===== src/rtl/fp_wb_scoreboard.sv =====
// FP register file write-back sequencer: pending-write scoreboard with RAW/WAW issue stall,
// plus arbitration of the single FPR write port. Optional FP_BYPASS_EN forwards write data to issue.
module fp_wb_scoreboard #(
   parameter int MAX_WAIT = 4,
   parameter int WAIT_W   = 3
) (
   input  logic        clk,
   input  logic        rst,
   input  logic        issue_valid,
   input  logic [4:0]  issue_fs,
   input  logic [4:0]  issue_ft,
   input  logic        issue_use_ft,
   input  logic        issue_writes,
   input  logic [4:0]  issue_fd,
   output logic        issue_stall,
   input  logic        fpu_valid,
   input  logic [4:0]  fpu_reg,
   input  logic [31:0] fpu_data,
   output logic        fpu_ready,
   input  logic        mov_valid,
   input  logic [4:0]  mov_reg,
   input  logic [31:0] mov_data,
   output logic        mov_ready,
   output logic        fp_reg_write,
   output logic [4:0]  write_reg,
   output logic [31:0] write_data,
   output logic        byp1_valid,
   output logic        byp2_valid,
   output logic [31:0] byp_data
);

   localparam logic [WAIT_W-1:0] WAIT_MAX = WAIT_W'(MAX_WAIT);

   logic [31:0]       pending, pending_nxt;
   logic [WAIT_W-1:0] wait_cnt, wait_nxt;
   logic              mov_gnt, fpu_gnt, grant;
   logic              fs_haz, ft_haz, fd_haz, accept;
   logic              fs_byp, ft_byp;

   // Write-port arbitration: FPU has priority until the move/load path has lost MAX_WAIT cycles.
   always_comb begin
      mov_gnt = 1'b0;
      fpu_gnt = 1'b0;
      if (!rst) begin
         mov_gnt = mov_valid & (!fpu_valid | (wait_cnt == WAIT_MAX));
         fpu_gnt = fpu_valid & !mov_gnt;
      end
      grant = mov_gnt | fpu_gnt;
   end

   always_comb begin
      write_reg  = 5'd0;
      write_data = 32'd0;
      if (mov_gnt) begin
         write_reg  = mov_reg;
         write_data = mov_data;
      end else if (fpu_gnt) begin
         write_reg  = fpu_reg;
         write_data = fpu_data;
      end
   end

   assign fpu_ready    = fpu_gnt;
   assign mov_ready    = mov_gnt;
   assign fp_reg_write = grant;

`ifdef FP_BYPASS_EN
   // A source being written back this very cycle can take the write data instead of stalling.
   assign fs_byp     = grant & (write_reg == issue_fs);
   assign ft_byp     = grant & issue_use_ft & (write_reg == issue_ft);
   assign byp1_valid = issue_valid & fs_byp;
   assign byp2_valid = issue_valid & ft_byp;
   assign byp_data   = write_data;
`else
   assign fs_byp     = 1'b0;
   assign ft_byp     = 1'b0;
   assign byp1_valid = 1'b0;
   assign byp2_valid = 1'b0;
   assign byp_data   = 32'd0;
`endif

   assign fs_haz      = pending[issue_fs] & !fs_byp;
   assign ft_haz      = issue_use_ft & pending[issue_ft] & !ft_byp;
   assign fd_haz      = issue_writes & pending[issue_fd];
   assign issue_stall = rst | (issue_valid & (fs_haz | ft_haz | fd_haz));
   assign accept      = issue_valid & !issue_stall & issue_writes;

   // Clear before set so a same-index set wins.
   always_comb begin
      pending_nxt = pending;
      if (grant)  pending_nxt[write_reg] = 1'b0;
      if (accept) pending_nxt[issue_fd]  = 1'b1;
   end

   always_comb begin
      wait_nxt = '0;
      if (mov_valid && !mov_gnt)
         wait_nxt = (wait_cnt == WAIT_MAX) ? wait_cnt : wait_cnt + 1'b1;
   end

   always_ff @(posedge clk or posedge rst) begin
      if (rst) begin
         pending  <= '0;
         wait_cnt <= '0;
      end else begin
         pending  <= pending_nxt;
         wait_cnt <= wait_nxt;
      end
   end

endmodule

===== config.mk =====
export PLATFORM = sky130hd
export DESIGN_NAME = fp_wb_scoreboard
export DESIGN_NICKNAME = d
export VERILOG_FILES = /design/src/rtl/fp_wb_scoreboard.sv
export SDC_FILE = /design/constraint.sdc
export NUM_CORES = 1
export LEC_CHECK = 0
export ABC_AREA = 0
export BUFFER_PORTS_ARGS = -buffer_cell sky130_fd_sc_hd__buf_2
export CAP_MARGIN = 0
export CORE_UTILIZATION = 40
export DETAILED_ROUTE_END_ITERATION = 12
export PLACE_DENSITY = 0.74
export RECOVER_POWER = 100
export SYNTH_ARGS = -nofsm -noshare
export SYNTH_HDL_FRONTEND = slang
export SYNTH_SLANG_ARGS = --single-unit

===== constraint.sdc =====
create_clock -name clk -period 3.1 [get_ports clk]
set_input_delay 0.62 -clock clk [delete_from_list [all_inputs] [get_ports clk]]
set_output_delay 0.62 -clock clk [all_outputs]
set_load 0.01 [all_outputs]

# Word level (Yosys, flattened, before mapping)
# Index checks and enable logic that the tools add are counted.
[word_totals]
register_bits = 35
output_inout_bits = 75
[classes]
bitwise = 15
addsub = 1
magnitude_cmp = 6
n_mux = 20
n_eq_ne = 2
n_reduce_logical = 7
[op_table]
columns = ["cell", "count"]
rows = [
  ["32-bit two-way mux", 4],
  ["32-bit AND", 1],
  ["32-bit inverter", 1],
  ["32-bit bitwise OR", 1],
  ["5-bit by 6-bit less-than comparator with 1-bit output, second input constant", 4],
  ["1-bit binary-select mux with 5-bit select", 3],
  ["1-bit demux with 5-bit select", 2],
  ["5-bit by 1-bit greater-or-equal comparator with 1-bit output, second input constant", 2],
  ["5-bit two-way mux", 2],
  ["1-bit AND", 7],
  ["1-bit two-way mux", 7],
  ["3-bit two-way mux", 2],
  ["1-bit bitwise OR", 5],
  ["1-bit logical NOT", 4],
  ["3-bit by 1-bit adder with 3-bit output, second input constant", 1],
  ["3-bit == test, second input constant", 1],
  ["1-bit logical AND", 3],
  ["2-bit inequality test, second input constant", 1],
]

# Logic depth before layout (Yosys ltp)
[logic_depth]
depth_word = 17
mapped_depth = 11

# Least setup slack after synthesis
# No wires, ideal clock.
[synth_path]
path_type = "input to output"
startpoint = "input issue_ft[1]"
endpoint = "output issue_stall"
t_arrival_ns = 2.612
setup_slack_ns = -0.132
path_buffers = 2
path_stages = 8
path_cell_list = "buf_2 mux4_2 mux4_2 nand3b_1 nand2_1 a211o_2 buf_6 a21o_1"
[synth_via]
elab_chain_len = 7
[synth_lines]
columns = ["element", "line_no", "source"]
rows = [
  ["from (decl)", "11", "input logic [4:0] issue_ft,"],
  ["1-bit binary-select mux with 5-bit select", "83", "assign ft_haz = issue_use_ft & pending[issue_ft] & !ft_byp;"],
  ["1-bit two-way mux (not written as such)", "83", ""],
  ["1-bit AND", "83", ""],
  ["1-bit bitwise OR (2 in series)", "85", "assign issue_stall = rst | (issue_valid & (fs_haz | ft_haz | fd_haz));"],
  ["1-bit AND", "85", ""],
  ["1-bit bitwise OR", "85", ""],
  ["to (decl)", "15", "output logic issue_stall,"],
]
# No other way between the ends. The select of a mux whose other input is x is not followed.

# Worst setup path after layout
# Same ends and word-level chain as after synthesis.

==> impl.org <==
** Clocking
- CTS sink cnt :: 35
- Number of levels the H-tree was split into :: 2
- At the later pin of the worst-skew pair, clock insertion delay measures 290 ps.
- Cell at the root of the clock tree :: sky130_fd_sc_hd__clkbuf_8
- Buffer levels on the longest clock path :: 2
- TritonCTS clock tree :: done
- For this design, the CTS-stage hold fixing added 0 buffers.
- Buffers inserted during clock tree synthesis total 5.
- Post-CTS timing repair inserted 0 buffers for setup.
- After clock tree synthesis, the clock-pin slew on the worst setup and hold paths is 70 ps.

** Cells and area
- Most frequent standard cell in the layout excluding fill and tap cells :: sky130_fd_sc_hd__buf_2
- Compared with the post-synthesis result, the final layout area differs by 24.65%.
- Number of antenna diodes :: 0
- Fill cells in the final layout number 701.
- Number of non-filler instances in the completed layout :: 562
- Count of nets after finishing :: 560
- Fraction of layout instances using a drive strength above 1 :: 0.3780
- Leaving out fill and tap cells, the most frequent cells in the layout are sky130_fd_sc_hd__buf_2 (134), sky130_fd_sc_hd__dfrtp_1 (35), sky130_fd_sc_hd__conb_1 (34).
- Post-layout utilization of the core :: 0.5278

** Drt
- DRC :: 0
- Post-DR wirelength/cell :: 18.44 microns
- Summed over all layers, the routed wires come to 10.37 mm.
- The count of nets left with antenna violations once routing finished came out at 0.
- Drt first pass iters :: 5
- Mean number of vias per cell :: 5.943
- The first routing iteration left 320 violations.
- Routed via count :: 3,340

** Global routing
- All-Layer GR Usage :: 0.2473
- Antenna violations before repair :: 0
- The via count of the first global-routing pass is 3,027.
- Maximum number of pins on one net before global-route repair :: 38
- Wire length of the first global-routing pass :: 15.94 mm
- Overall overflow remaining after global route :: 0

** Floorplan
- Starting utilization of the core area :: 0.4234
- In this run the horizontal extent of the chip is 90.56 microns.
- The die covers 0.008200 sq mm.
- The core region is 0.007408 sq mm.
- 171 I/O pins were placed.
- Core Rows :: 31
- In this run the vertical extent of the chip is 90.56 microns.

** Synthesis
- In the synthesized netlist the async set-or-reset flop fraction comes to 1.000.
- The number of different library cells used by synthesis comes to 43.
- Main synth FF type :: sky130_fd_sc_hd__dfrtp_1
- The cell count after synthesis came out at 333.
- Total of warnings raised by yosys :: 0
- Per-instance average area after synthesis :: 9.420 sq um
- Number of enable-type register cells in the synthesized netlist :: 0
- Register bit count reported by yosys :: 35
- The mapped netlist covers 0.003137 sq mm.
- The share of the Yosys chip area taken by registers is 0.2792.

** Power
- Share of power burned in combinational logic :: 0.338
- IR analysis of the VDD net gives a maximum drop of 0.1758 mV.
- Sequential share of power :: 0.403
- Of the total power, the share spent switching nets is 0.3509.
- The internal portion of the total power is 0.9324 mW.
- The share of total power dissipated in the clock network is 0.259.
- Leak :: 1.927 nW
- The analysis attributes to net switching a power of 0.5040 mW.
- Pwr dens :: 367.4 mW/mm^2

** STA
- Setup-violating endpoint count in the final report :: 0
- Final period utilization :: 0.9950
- Setup repair after global routing could not meet its margin everywhere.
- Number of max-slew violations in the final report :: 36
- Worst clock skew on the final layout :: 10.18 ps
- Minimum clock period :: 3084 ps
- Maximum achievable frequency :: 324.2 MHz
- Relative slew slack :: -0.2509
- Pin slew with the least headroom to its limit :: 1876 ps
- The number of hold violations in the final report was 0.

** Placed design
- I/O Buffers :: 136
- The congestion estimate from routability-driven global placement came to 0.8766.
- After detailed placement, the design holds a cell count of 554.
- Detailed placement finished with a half-perimeter wire length of 8.004 mm.

** Setup path
- WP data required :: 2480 ps
- The worst setup path is captured at an output pin.
- The worst setup path is of the in -> out kind.
- WP data arrival :: 2460 ps
- Along the worst path, the maximum fanout reaches 8.
- Element type at the critical path start :: input port

** Run status
- The final reports fail on max-capacitance violations, max-slew violations.
- The run finished, with violations left.

** Run
- Max_cap viols :: 1

** Worst hold path
- Worst hold path class :: reg -> reg
==> power groups by stage <==
stage               Sequential [mW]  Combinational, mW  Clock (mW)
floorplan                     0.551              0.352           0
global placement              0.582              0.463           0
detailed placement            0.583              0.475           0
CTS                           0.574              0.480       0.380
global route                  0.581              0.526       0.404
finish                        0.579              0.486       0.372
==> repair_timing <==
action                                  in CTS  in global routing
gates resized for setup                      5                  1
endpoints found under the setup margin       1                  1
pin swaps                                    0                  2
==> flip-flops by register name (all words and copies together) (netlist names) <==
register,count
pending,32
wait_cnt,3
==> worst max-delay path: stages <==
cell and delay (ps):
sky130_fd_sc_hd__buf_12 110, sky130_fd_sc_hd__mux4_2 500, sky130_fd_sc_hd__mux4_2 480, sky130_fd_sc_hd__nand3b_1 110, sky130_fd_sc_hd__nand2_2 70, sky130_fd_sc_hd__a211o_4 280
sky130_fd_sc_hd__a21o_1 160, sky130_fd_sc_hd__buf_2 130
==> stage by stage <==
step	TNS [ps]	setup WS, ps	instance area [sq um]	power (mW)	hold WS, ps
after global placement	-125.3	-125.3	3790	1.045	552.8
final	0	15.56	3910	1.436	587.5
after detailed placement	-163.1	-163.1	3790	1.058	572.6
after CTS	0	11.48	3911	1.434	485.6
after global routing	-45.83	-45.83	3910	1.511	622.1
after floorplan	0	5.510	3276	0.9030	507.4
==> final timing paths <==
| check | cells past startpoint | endpoint | start | slack, ps |
|---|---|---|---|---|
| min | 2 | pending[29]$_DFF_PP0_ | pending[29]$_DFF_PP0_ | 590 |
| max reg2reg | 10 | pending[28]$_DFF_PP0_ | wait_cnt[0]$_DFFE_PP0P_ | 460 |
| min reg2reg | 2 | pending[29]$_DFF_PP0_ | pending[29]$_DFF_PP0_ | 590 |
| min in group asynchronous | 3 | wait_cnt[2]$_DFFE_PP0P_ | rst | 1040 |
| max | 8 | issue_stall | issue_ft[1] | 20 |
| max in group asynchronous | 3 | pending[12]$_DFF_PP0_ | rst | 980 |
==> logic make-up (layout without fill, tap and decap cells) <==
group | count (synthesis) | in the layout | share of synthesized area
buffers and inverters | 66 | 163 | 0.1276
other | 1 | 34 | 0.001196
adder cells (fa/ha/maj) | 2 | 2 | 0.007976
XOR/XNOR | 1 | 1 | 0.002793
AO/OA/AOI/OAI | 124 | 124 | 0.2848
AND/OR/NAND/NOR | 66 | 66 | 0.1153
flip-flops | 35 | 35 | 0.2792
multiplexers | 38 | 38 | 0.1811
==> layout make-up <==
type	instances	area [sq um]	area share
tap	99	123.9	0.03168
inverter	10	37.54	0.009600
sequential	35	875.8	0.2240
clock inverter	1	7.507	0.001920
multi-input combinational	265	1994	0.5101
timing repair buffer	145	774.5	0.1981
clock buffer	7	96.34	0.02464
==> synthesized netlist by cell type (2+ instances only) <==
cell type,number,area (sq um)
sky130_fd_sc_hd__inv_1,10,37.54
sky130_fd_sc_hd__nor3_1,2,10.01
sky130_fd_sc_hd__mux4_2,15,337.8
sky130_fd_sc_hd__o31ai_1,33,247.7
sky130_fd_sc_hd__nor2_1,7,26.28
sky130_fd_sc_hd__o21ai_0,29,145.1
sky130_fd_sc_hd__buf_2,2,10.01
sky130_fd_sc_hd__buf_1,9,33.78
sky130_fd_sc_hd__nand3b_1,5,37.54
sky130_fd_sc_hd__ha_1,2,25.02
sky130_fd_sc_hd__buf_6,3,33.78
sky130_fd_sc_hd__or2_2,2,12.51
sky130_fd_sc_hd__a22o_1,32,280.3
sky130_fd_sc_hd__o41ai_1,4,35.03
sky130_fd_sc_hd__a21oi_1,2,10.01
sky130_fd_sc_hd__a21o_1,2,15.01
sky130_fd_sc_hd__mux2i_1,23,230.2
sky130_fd_sc_hd__nand2_1,14,52.55
sky130_fd_sc_hd__nor4_1,2,12.51
sky130_fd_sc_hd__clkbuf_1,8,30.03
sky130_fd_sc_hd__o211ai_1,2,15.01
sky130_fd_sc_hd__buf_4,34,255.2
sky130_fd_sc_hd__o22a_1,2,17.52
sky130_fd_sc_hd__nand3_1,13,65.06
sky130_fd_sc_hd__dfrtp_1,35,875.8
sky130_fd_sc_hd__a22oi_1,3,22.52
sky130_fd_sc_hd__o22ai_1,10,62.56
sky130_fd_sc_hd__nand2b_1,11,68.82
sky130_fd_sc_hd__or3b_2,3,26.28
==> layer usage <==
layer	global-route usage	part of all wire
met5	0	0
met1	0.3581	0.43
met4	0.05914	0.0062
met3	0.04040	0.091
met2	0.3832	0.48
No activity file was read; power rests on OpenSTA's default activity.
